--- config.mk ---
export PLATFORM = sky130hd
export DESIGN_NAME = sr_cntr_seq_flat
export DESIGN_NICKNAME = d
export VERILOG_FILES = /design/src/rtl/sr_cntr_pkg.sv /design/src/rtl/sr_cntr_seq_if.sv /design/src/rtl/op_serializer.sv /design/src/rtl/sr_cntr_seq.sv /design/src/flat_wrapper.sv
export SDC_FILE = /design/constraint.sdc
export NUM_CORES = 1
export LEC_CHECK = 0
export CAP_MARGIN = 20
export CORE_UTILIZATION = 45
export CTS_CLUSTER_SIZE = 8
export DETAILED_ROUTE_END_ITERATION = 16
export PLACE_DENSITY = 0.78
export SYNTH_ARGS = -nofsm -noshare
export SYNTH_HDL_FRONTEND = slang
export SYNTH_HIERARCHICAL = 1
export SYNTH_SLANG_ARGS = --single-unit
--- constraint.sdc ---
create_clock -name clk -period 3.7 [get_ports clk]
set_input_delay 0.74 -clock clk [delete_from_list [all_inputs] [get_ports clk]]
set_output_delay 0.74 -clock clk [all_outputs]
set_load 0.03 [all_outputs]
--- src/rtl/sr_cntr_pkg.sv ---
// Shared constants and FSM state type for the shift-register / counter sequencer.
package sr_cntr_pkg;

    // Operand/result width; also the depth of the datapath shift registers.
    localparam int W_DEF     = 8;
    // Bit-counter width; 2**CNT_W_DEF must exceed W_DEF.
    localparam int CNT_W_DEF = 4;

    typedef enum logic [2:0] {
        IDLE   = 3'd0,
        CLEAR  = 3'd1,
        SHIFT  = 3'd2,
        COUNT  = 3'd3,
        SETTLE = 3'd4,
        DONE   = 3'd5
    } state_t;

endpackage : sr_cntr_pkg

--- src/rtl/sr_cntr_seq_if.sv ---
// Host-side request/result bundle of the sequencer: start handshake with
// operand, and valid/ready result return.
interface sr_cntr_seq_if #(
    parameter int W = sr_cntr_pkg::W_DEF
);
    logic         start;
    logic         start_ready;
    logic [W-1:0] op_in;
    logic         op_inc;
    logic [W-1:0] result;
    logic         result_valid;
    logic         result_ready;

    // Requester side: issues operations and consumes results.
    modport master (
        output start, op_in, op_inc, result_ready,
        input  start_ready, result, result_valid
    );

    // Sequencer side.
    modport slave (
        input  start, op_in, op_inc, result_ready,
        output start_ready, result, result_valid
    );
endinterface : sr_cntr_seq_if

--- src/rtl/op_serializer.sv ---
// Parallel-load, MSB-first parallel-in/serial-out shifter with a bit counter.
// ser_o is the register MSB, so it is a flop output and falls back to 0 once
// every loaded bit has been shifted out (zeros are shifted in from the LSB).
module op_serializer
    import sr_cntr_pkg::*;
#(
    parameter int W     = W_DEF,
    parameter int CNT_W = CNT_W_DEF
) (
    input  logic         clk,
    input  logic         res,
    input  logic         load_i,
    input  logic         shift_i,
    input  logic [W-1:0] par_i,
    output logic         ser_o,
    output logic         last_o
);

    logic [W-1:0]     sreg_q;
    logic [CNT_W-1:0] cnt_q;

    // Load the operand, then move one bit towards the MSB per shift cycle.
    always_ff @(posedge clk) begin
        if (!res) begin
            sreg_q <= '0;
            cnt_q  <= '0;
        end else if (load_i) begin
            sreg_q <= par_i;
            cnt_q  <= '0;
        end else if (shift_i) begin
            sreg_q <= {sreg_q[W-2:0], 1'b0};
            cnt_q  <= cnt_q + CNT_W'(1);
        end
    end

    assign ser_o  = sreg_q[W-1];
    // High while the final (LSB) bit of the operand is being presented.
    assign last_o = (cnt_q == CNT_W'(W - 1));

endmodule : op_serializer

--- src/rtl/sr_cntr_seq.sv ---
// Sequencer for the dual shift-register / up-down counter / adder datapath.
// Accepts one operand, clears the datapath, shifts the operand in MSB-first,
// pulses the counter once, then captures and returns the adder sum.
module sr_cntr_seq
    import sr_cntr_pkg::*;
#(
    parameter int W     = W_DEF,
    parameter int CNT_W = CNT_W_DEF
) (
    input  logic               clk,
    input  logic               res,
    sr_cntr_seq_if.slave       host,
    output logic               dp_clr,
    output logic               sr_d,
    output logic               cntr_en,
    output logic               cntr_inc,
    input  logic [W-1:0]       sum_in,
    output logic               busy
);

    state_t       state_q, state_d;
    logic [W-1:0] op_q;
    logic         inc_q;
    logic         dp_clr_q, dp_clr_d;
    logic         cntr_en_q, cntr_en_d;
    logic         cntr_inc_q, cntr_inc_d;
    logic         busy_q, busy_d;
    logic         start_ready_q, start_ready_d;
    logic         result_valid_q, result_valid_d;
    logic [W-1:0] result_q;

    logic         accept;
    logic         ser_load;
    logic         ser_shift;
    logic         ser_last;

    assign accept    = (state_q == IDLE) && host.start && start_ready_q;
    // The serializer is loaded during CLEAR so its MSB is already on sr_d in
    // the first SHIFT cycle.
    assign ser_load  = (state_q == CLEAR);
    assign ser_shift = (state_q == SHIFT);

    op_serializer #(
        .W     (W),
        .CNT_W (CNT_W)
    ) u_ser (
        .clk     (clk),
        .res     (res),
        .load_i  (ser_load),
        .shift_i (ser_shift),
        .par_i   (op_q),
        .ser_o   (sr_d),
        .last_o  (ser_last)
    );

    // Next state and next values of the registered outputs.
    always_comb begin
        state_d = state_q;
        case (state_q)
            IDLE:    if (accept)            state_d = CLEAR;
            CLEAR:                          state_d = SHIFT;
            SHIFT:   if (ser_last)          state_d = COUNT;
            COUNT:                          state_d = SETTLE;
            SETTLE:                         state_d = DONE;
            DONE:    if (host.result_ready) state_d = IDLE;
            default:                        state_d = IDLE;
        endcase

        dp_clr_d       = (state_d == CLEAR);
        cntr_en_d      = (state_d == COUNT);
        cntr_inc_d     = (state_d == COUNT) && inc_q;
        busy_d         = (state_d != IDLE);
        start_ready_d  = (state_d == IDLE);
        result_valid_d = (state_d == DONE);
    end

    // State and registered outputs; reset holds the datapath cleared.
    always_ff @(posedge clk) begin
        if (!res) begin
            state_q        <= IDLE;
            dp_clr_q       <= 1'b1;
            cntr_en_q      <= 1'b0;
            cntr_inc_q     <= 1'b0;
            busy_q         <= 1'b0;
            start_ready_q  <= 1'b1;
            result_valid_q <= 1'b0;
        end else begin
            state_q        <= state_d;
            dp_clr_q       <= dp_clr_d;
            cntr_en_q      <= cntr_en_d;
            cntr_inc_q     <= cntr_inc_d;
            busy_q         <= busy_d;
            start_ready_q  <= start_ready_d;
            result_valid_q <= result_valid_d;
        end
    end

    // Operand latch on acceptance and result capture on the SETTLE exit edge.
    always_ff @(posedge clk) begin
        if (!res) begin
            op_q     <= '0;
            inc_q    <= 1'b0;
            result_q <= '0;
        end else begin
            if (accept) begin
                op_q  <= host.op_in;
                inc_q <= host.op_inc;
            end
            if (state_q == SETTLE) begin
                result_q <= sum_in;
            end
        end
    end

    assign dp_clr            = dp_clr_q;
    assign cntr_en           = cntr_en_q;
    assign cntr_inc          = cntr_inc_q;
    assign busy              = busy_q;
    assign host.start_ready  = start_ready_q;
    assign host.result_valid = result_valid_q;
    assign host.result       = result_q;

endmodule : sr_cntr_seq

--- src/flat_wrapper.sv ---
// flat-port wrapper written by rule: the top's interface ports become plain ports
module sr_cntr_seq_flat import sr_cntr_pkg::*;
#(
    parameter int W     = W_DEF,
    parameter int CNT_W = CNT_W_DEF
)
  (clk, res, dp_clr, sr_d, cntr_en, cntr_inc, sum_in, busy, host_start, host_op_in, host_op_inc, host_result_ready, host_start_ready, host_result, host_result_valid);
  sr_cntr_seq_if #(.W(W)) host_i ();
  input  logic clk;
  input  logic res;
  output logic dp_clr;
  output logic sr_d;
  output logic cntr_en;
  output logic cntr_inc;
  input  logic [W-1:0] sum_in;
  output logic busy;
  input wire logic [$bits(host_i.start)-1:0] host_start;
  input wire logic [$bits(host_i.op_in)-1:0] host_op_in;
  input wire logic [$bits(host_i.op_inc)-1:0] host_op_inc;
  input wire logic [$bits(host_i.result_ready)-1:0] host_result_ready;
  output wire logic [$bits(host_i.start_ready)-1:0] host_start_ready;
  output wire logic [$bits(host_i.result)-1:0] host_result;
  output wire logic [$bits(host_i.result_valid)-1:0] host_result_valid;
  assign host_i.start = host_start;
  assign host_i.op_in = host_op_in;
  assign host_i.op_inc = host_op_inc;
  assign host_i.result_ready = host_result_ready;
  assign host_start_ready = host_i.start_ready;
  assign host_result = host_i.result;
  assign host_result_valid = host_i.result_valid;
  sr_cntr_seq #(.W(W), .CNT_W(CNT_W)) u_core (.clk(clk), .res(res), .host(host_i), .dp_clr(dp_clr), .sr_d(sr_d), .cntr_en(cntr_en), .cntr_inc(cntr_inc), .sum_in(sum_in), .busy(busy));
endmodule
---- Yosys cells after proc, flatten, opt, wreduce, memory -nomap -nowiden ----
Index checks and enable logic that the tools add are counted.
word-level totals
  register bits after elaboration ......... 38
  bits of input ports ..................... 21
  output and inout bits ................... 15
operators by class
  mux-type cells .......................... 6
  add/subtract/negate cells ............... 1
  equality and inequality tests ........... 9
  reductions and logical operators ........ 8
  bitwise operators ....................... 1
operators by type and width
  operator                                       number
  case mux 3 bit (6 select lines)                1
  2-to-1 mux 8 bit                               2
  == test 3 x 2 -> 1 bit, second input constant  3
  == test 3 bit, second input constant           3
  2-to-1 mux 3 bit                               3
  == test 3 x 1 -> 1 bit, second input constant  2
  logical NOT 3 bit                              2
  adder 4 x 1 -> 4 bit, second input constant    1
  == test 4 x 3 -> 1 bit, second input constant  1
  logical AND 1 bit                              3
  nonzero test 3 bit                             1
  nonzero test 2 bit                             1
  OR reduction 2 bit                             1
  inverter 1 bit                                 1

---- Longest topological paths before layout ----
  word-level depth ........................ 7
  depth in mapped cells ................... 6
  depth with buffers taken out ............ 4

---- Cells and area by module ----
The synthesis kept the hierarchy.
by module, submodules not included
  module         area each (um^2)  cells each  times used  seq. area each (um^2)
  sr_cntr_seq    1032.2            104         1           520.5
  op_serializer  581.8             53          1           240.2

---- Least setup slack after synthesis ----
Ideal clock, no wire load.
  path type ............................... register to register
  start ................................... reg u_core.state_q[1]
  end ..................................... reg u_core.u_ser.cnt_q[0]
  path buffers ............................ 2
  setup time .............................. 0.115 ns
  stages on the path, launching flop included .. 6
  data required time ...................... 3.585 ns
  arrival time ............................ 1.529 ns
  path slack .............................. 2.057 ns
  cell sequence ........................... dfxtp_1 > buf_2 > nor3b_1 > buf_2 > nand2b_1 > nor2_1
between the ends
  word-level cells in the longest chain between the ends .. 2
  elaborated cells on any way between the ends .. 3
ends and longest elaborated chain
  element                              line                 source
  from (decl)                          sr_cntr_seq.sv:21    state_t state_q, state_d;
  from (signal assigned)               sr_cntr_seq.sv:88    state_q <= state_d;
  == test 3 x 1 -> 1 bit               sr_cntr_seq.sv:40    assign ser_load = (state_q == CLEAR);
  net u_core.ser_load                  sr_cntr_seq.sv:33    logic ser_load;
  OR reduction 2 bit (no source line)  -
  to (signal assigned)                 op_serializer.sv:32  cnt_q <= cnt_q + CNT_W'(1);
  to (decl)                            op_serializer.sv:20  logic [CNT_W-1:0] cnt_q;
The timed path passes the listed nets, and every way through them passes these cells.
A chain may end at the register's enable or synchronous reset.

---- Worst setup path after layout ----
  start ................................... reg u_core.start_ready_q, in the netlist u_core/host.start_ready
  end ..................................... out host_start_ready
RTL lines
  element                 line                source
  from (decl)             sr_cntr_seq.sv:28   logic start_ready_q, start_ready_d;
  from (signal assigned)  sr_cntr_seq.sv:93   start_ready_q <= start_ready_d;
  to (decl)               flat_wrapper.sv:21  output wire logic [$bits(host_i.start_ready)-1:0] host_start_ready;
No word-level cell between the ends.

==> impl_metrics.toml <==
[die]
die_y_microns = 61.89
initial_core_util_pct = 47.62
dieArea_sq_um = 3830
placementRows = 21
die_x_microns = 61.89
io_pins = 36
core-area_sq_um = 3390

[drt]
routed_wl_mm = 3.042
dr.pass1.iters = 4
post_drt_wl_per_cell_microns = 12.94
drtIter0Drc = 45
route.detailed.drc = 0
via_count = 1167
vias_per_cell = 4.966
postRouteAntennaNets = 0

[timing]
fin_hold_ws_ns = 0.4593
fmax_mhz = 466.2
drv_slew = 0
layout_worst_path_cycle_share_pct = 57.98
slew_headroom_pct = 43.39
tightestPinTransition_ns = 0.8454
tns_ns = 0
hold_viol_final = 0
finalSetupViolCount = 0
rsz0062_at_grt = "no"
fin_skew_ns = 0.005943
post-route-min-period_ns = 2.145

[logic_synthesis]
async_flop_share_pct = 0
synth_nets = 179
ys.flop_type = "dfxtp_1"
synth_seq_area_share_pct = 47.13
synth.cell_area_sq_um = 1614
yosysWarningCount = 6
synth_enable_flop_cells = 0
syn_avg_cell_area_sq_um = 10.28
syn_inst = 157
synth.distinct_cells = 34
ys_ff_latch = 38

[cts]
root_buffer = "clkbuf_4"
holdBufCountCts = 0
worstSkewPairLatency_ns = 0.34
clockBufferDepth = 2
cts_resized = 0
post_cts_buffers = 0
numCtsBuffers = 5
cts_max_level = 2
clkTransAtPathRegs_ns = 0.10
tritoncts = "built"
clock_sinks = 38

[hold_path]
min_from = "u_core/op_q[4]"
hp-class = "flop to flop"

[global_route]
grt-ovfl-total = 0
grt_pass1_vias = 1112
grt_pass1_wl_mm = 4.843
track_usage_pct = 17.92
grt_max_degree = 20
antenna_found_initial = 0

[placed_design]
placed_cell_area_sq_um = 1951
dp.cells = 229
gp_congestion = 0.7555
dp_hpwl_mm = 2.208
portBuffers = 35

[finish]
areaGrowthSynthToFinish_pct = 24.03
final_nets = 212
drive_gt1_share_pct = 10.58
finalNonFillerCells = 235
fin_area_sq_um = 2002
antenna_cells = 0
fillers = 289

[pwr]
power_density_nw_per_um2 = 410.9
worst_ir_drop_vdd_v = 0.0002505
p_total_mw = 0.8226
power_leakage_nw = 0.8388

[flow_run]
maxCapViolCount = 0

[worst_setup_path]
crit_slowest_cell = "clkdlybuf4s50_1"
worstSetupPathType = "flop to output port"
r2r-start = "u_core/state_q[1]"
cpLargestDelayFamily = "buffers and inverters"
critPathBufInv = 1
setup.worst_path.start = "u_core/host.start_ready"
slowest_delay_ns = 0.69
worst_setup_path_start_kind = "flop"
cp-end-kind = "output port"
crit_chain = "clkdlybuf4s50_1"
cp_max_fo = 3
crit_arrival_ns = 1.41
cp.required_ns = 2.96

[status]
status = "finished clean"
## placed cells by master (no fill, tap or decap), types with 4 or more instances in the layout
master / n
nand2b_1: 10
dfxtp_1: 38
nor2_1: 14
clkbuf_4: 5
mux2_2: 7
clkdlybuf4s50_1: 35
nand2_1: 22
a21oi_1: 4
o211a_1: 7
mux2i_1: 19
## report_power, final
group	internal [mW]	total (mW)	switching, mW
clock network	0.0856	0.207	0.121
registers	0.438	0.459	0.0208
logic	0.0829	0.157	0.0738
total	0.607	0.823	0.216
## routing by layer
metal / up-vias / GRT usage, % / wire length, microns
met2: 24 / 26.88 / 1387
met4: 0 / 7.619 / 69
met5: - / 0 / 0
li1: 597 / - / -
met1: 538 / 22.87 / 1459
met3: 8 / 7.246 / 126
## cell type report
type	count	area, sq um	share of cell area (%)
well taps	46	57.56	2.875
flip-flops and latches	38	760.7	38.00
multi-input cells	107	763.2	38.13
clock buffers	6	51.30	2.563
inverters	1	3.754	0.1875
repair buffers	37	365.4	18.25
## worst paths after layout
| path | end | slack (ns) | cells after the start |
|---|---|---|---|
| setup / recovery | host_start_ready | 1.55 | 1 |
| hold reg to reg | u_core/op_q[4] | 0.46 | 2 |
| setup reg to reg | u_core/u_ser/sreg_q[1] | 1.88 | 3 |
| hold / removal | u_core/op_q[4] | 0.46 | 2 |
## Yosys cell counts (2+ instances only)
cell type	n	area share (%)
nor2_1	14	3.3
nand2_1	22	5.1
and3b_1	2	1.1
mux2i_1	19	12
dfxtp_1	38	47
o211a_1	7	4.3
xnor2_1	2	1.1
mux2_2	7	4.9
a21oi_1	4	1.2
clkbuf_1	4	0.93
buf_2	2	0.62
buf_6	3	2.1
nand2b_1	10	3.9
nand3b_1	2	0.93
nand3_1	2	0.62
## kinds of logic (layout without fill, tap and decap cells)
family	Yosys count	after routing	share of synthesized area (%)
muxes	26	26	16.67
xor gates and xnor gates	2	2	1.085
DFF	38	38	47.13
adders and majority gates	1	1	0.7751
and+or+nand+nor	63	63	21.09
AOI/OAI and AO/OA	15	15	7.675
buffers and inverters	12	44	5.581
## sequential cells by signal, indices dropped and copies added (netlist names)
| signal | cells |
|---|---|
| u_core/u_ser/sreg_q | 8 |
| u_core/state_q | 3 |
| u_core/host.result_valid | 1 |
| u_core/inc_q | 1 |
| u_core/host.start_ready | 1 |
| u_core/dp_clr | 1 |
| u_core/host.result | 8 |
| u_core/cntr_en | 1 |
| u_core/cntr_inc | 1 |
| u_core/u_ser/cnt_q | 4 |
| u_core/op_q | 8 |
| u_core/busy | 1 |
## per-stage QoR
step | worst slack (ns) | utilization (%)
6_report | 1.555 | 59.06
5_1_grt | 1.498 | 59.06
4_1_cts | 1.546 | 59.06
3_5_place_dp | 1.386 | 57.55
3_3_place_gp | 1.433 | 57.55
2_1_floorplan | 2.057 | -
(Power assumes the default switching activity.)
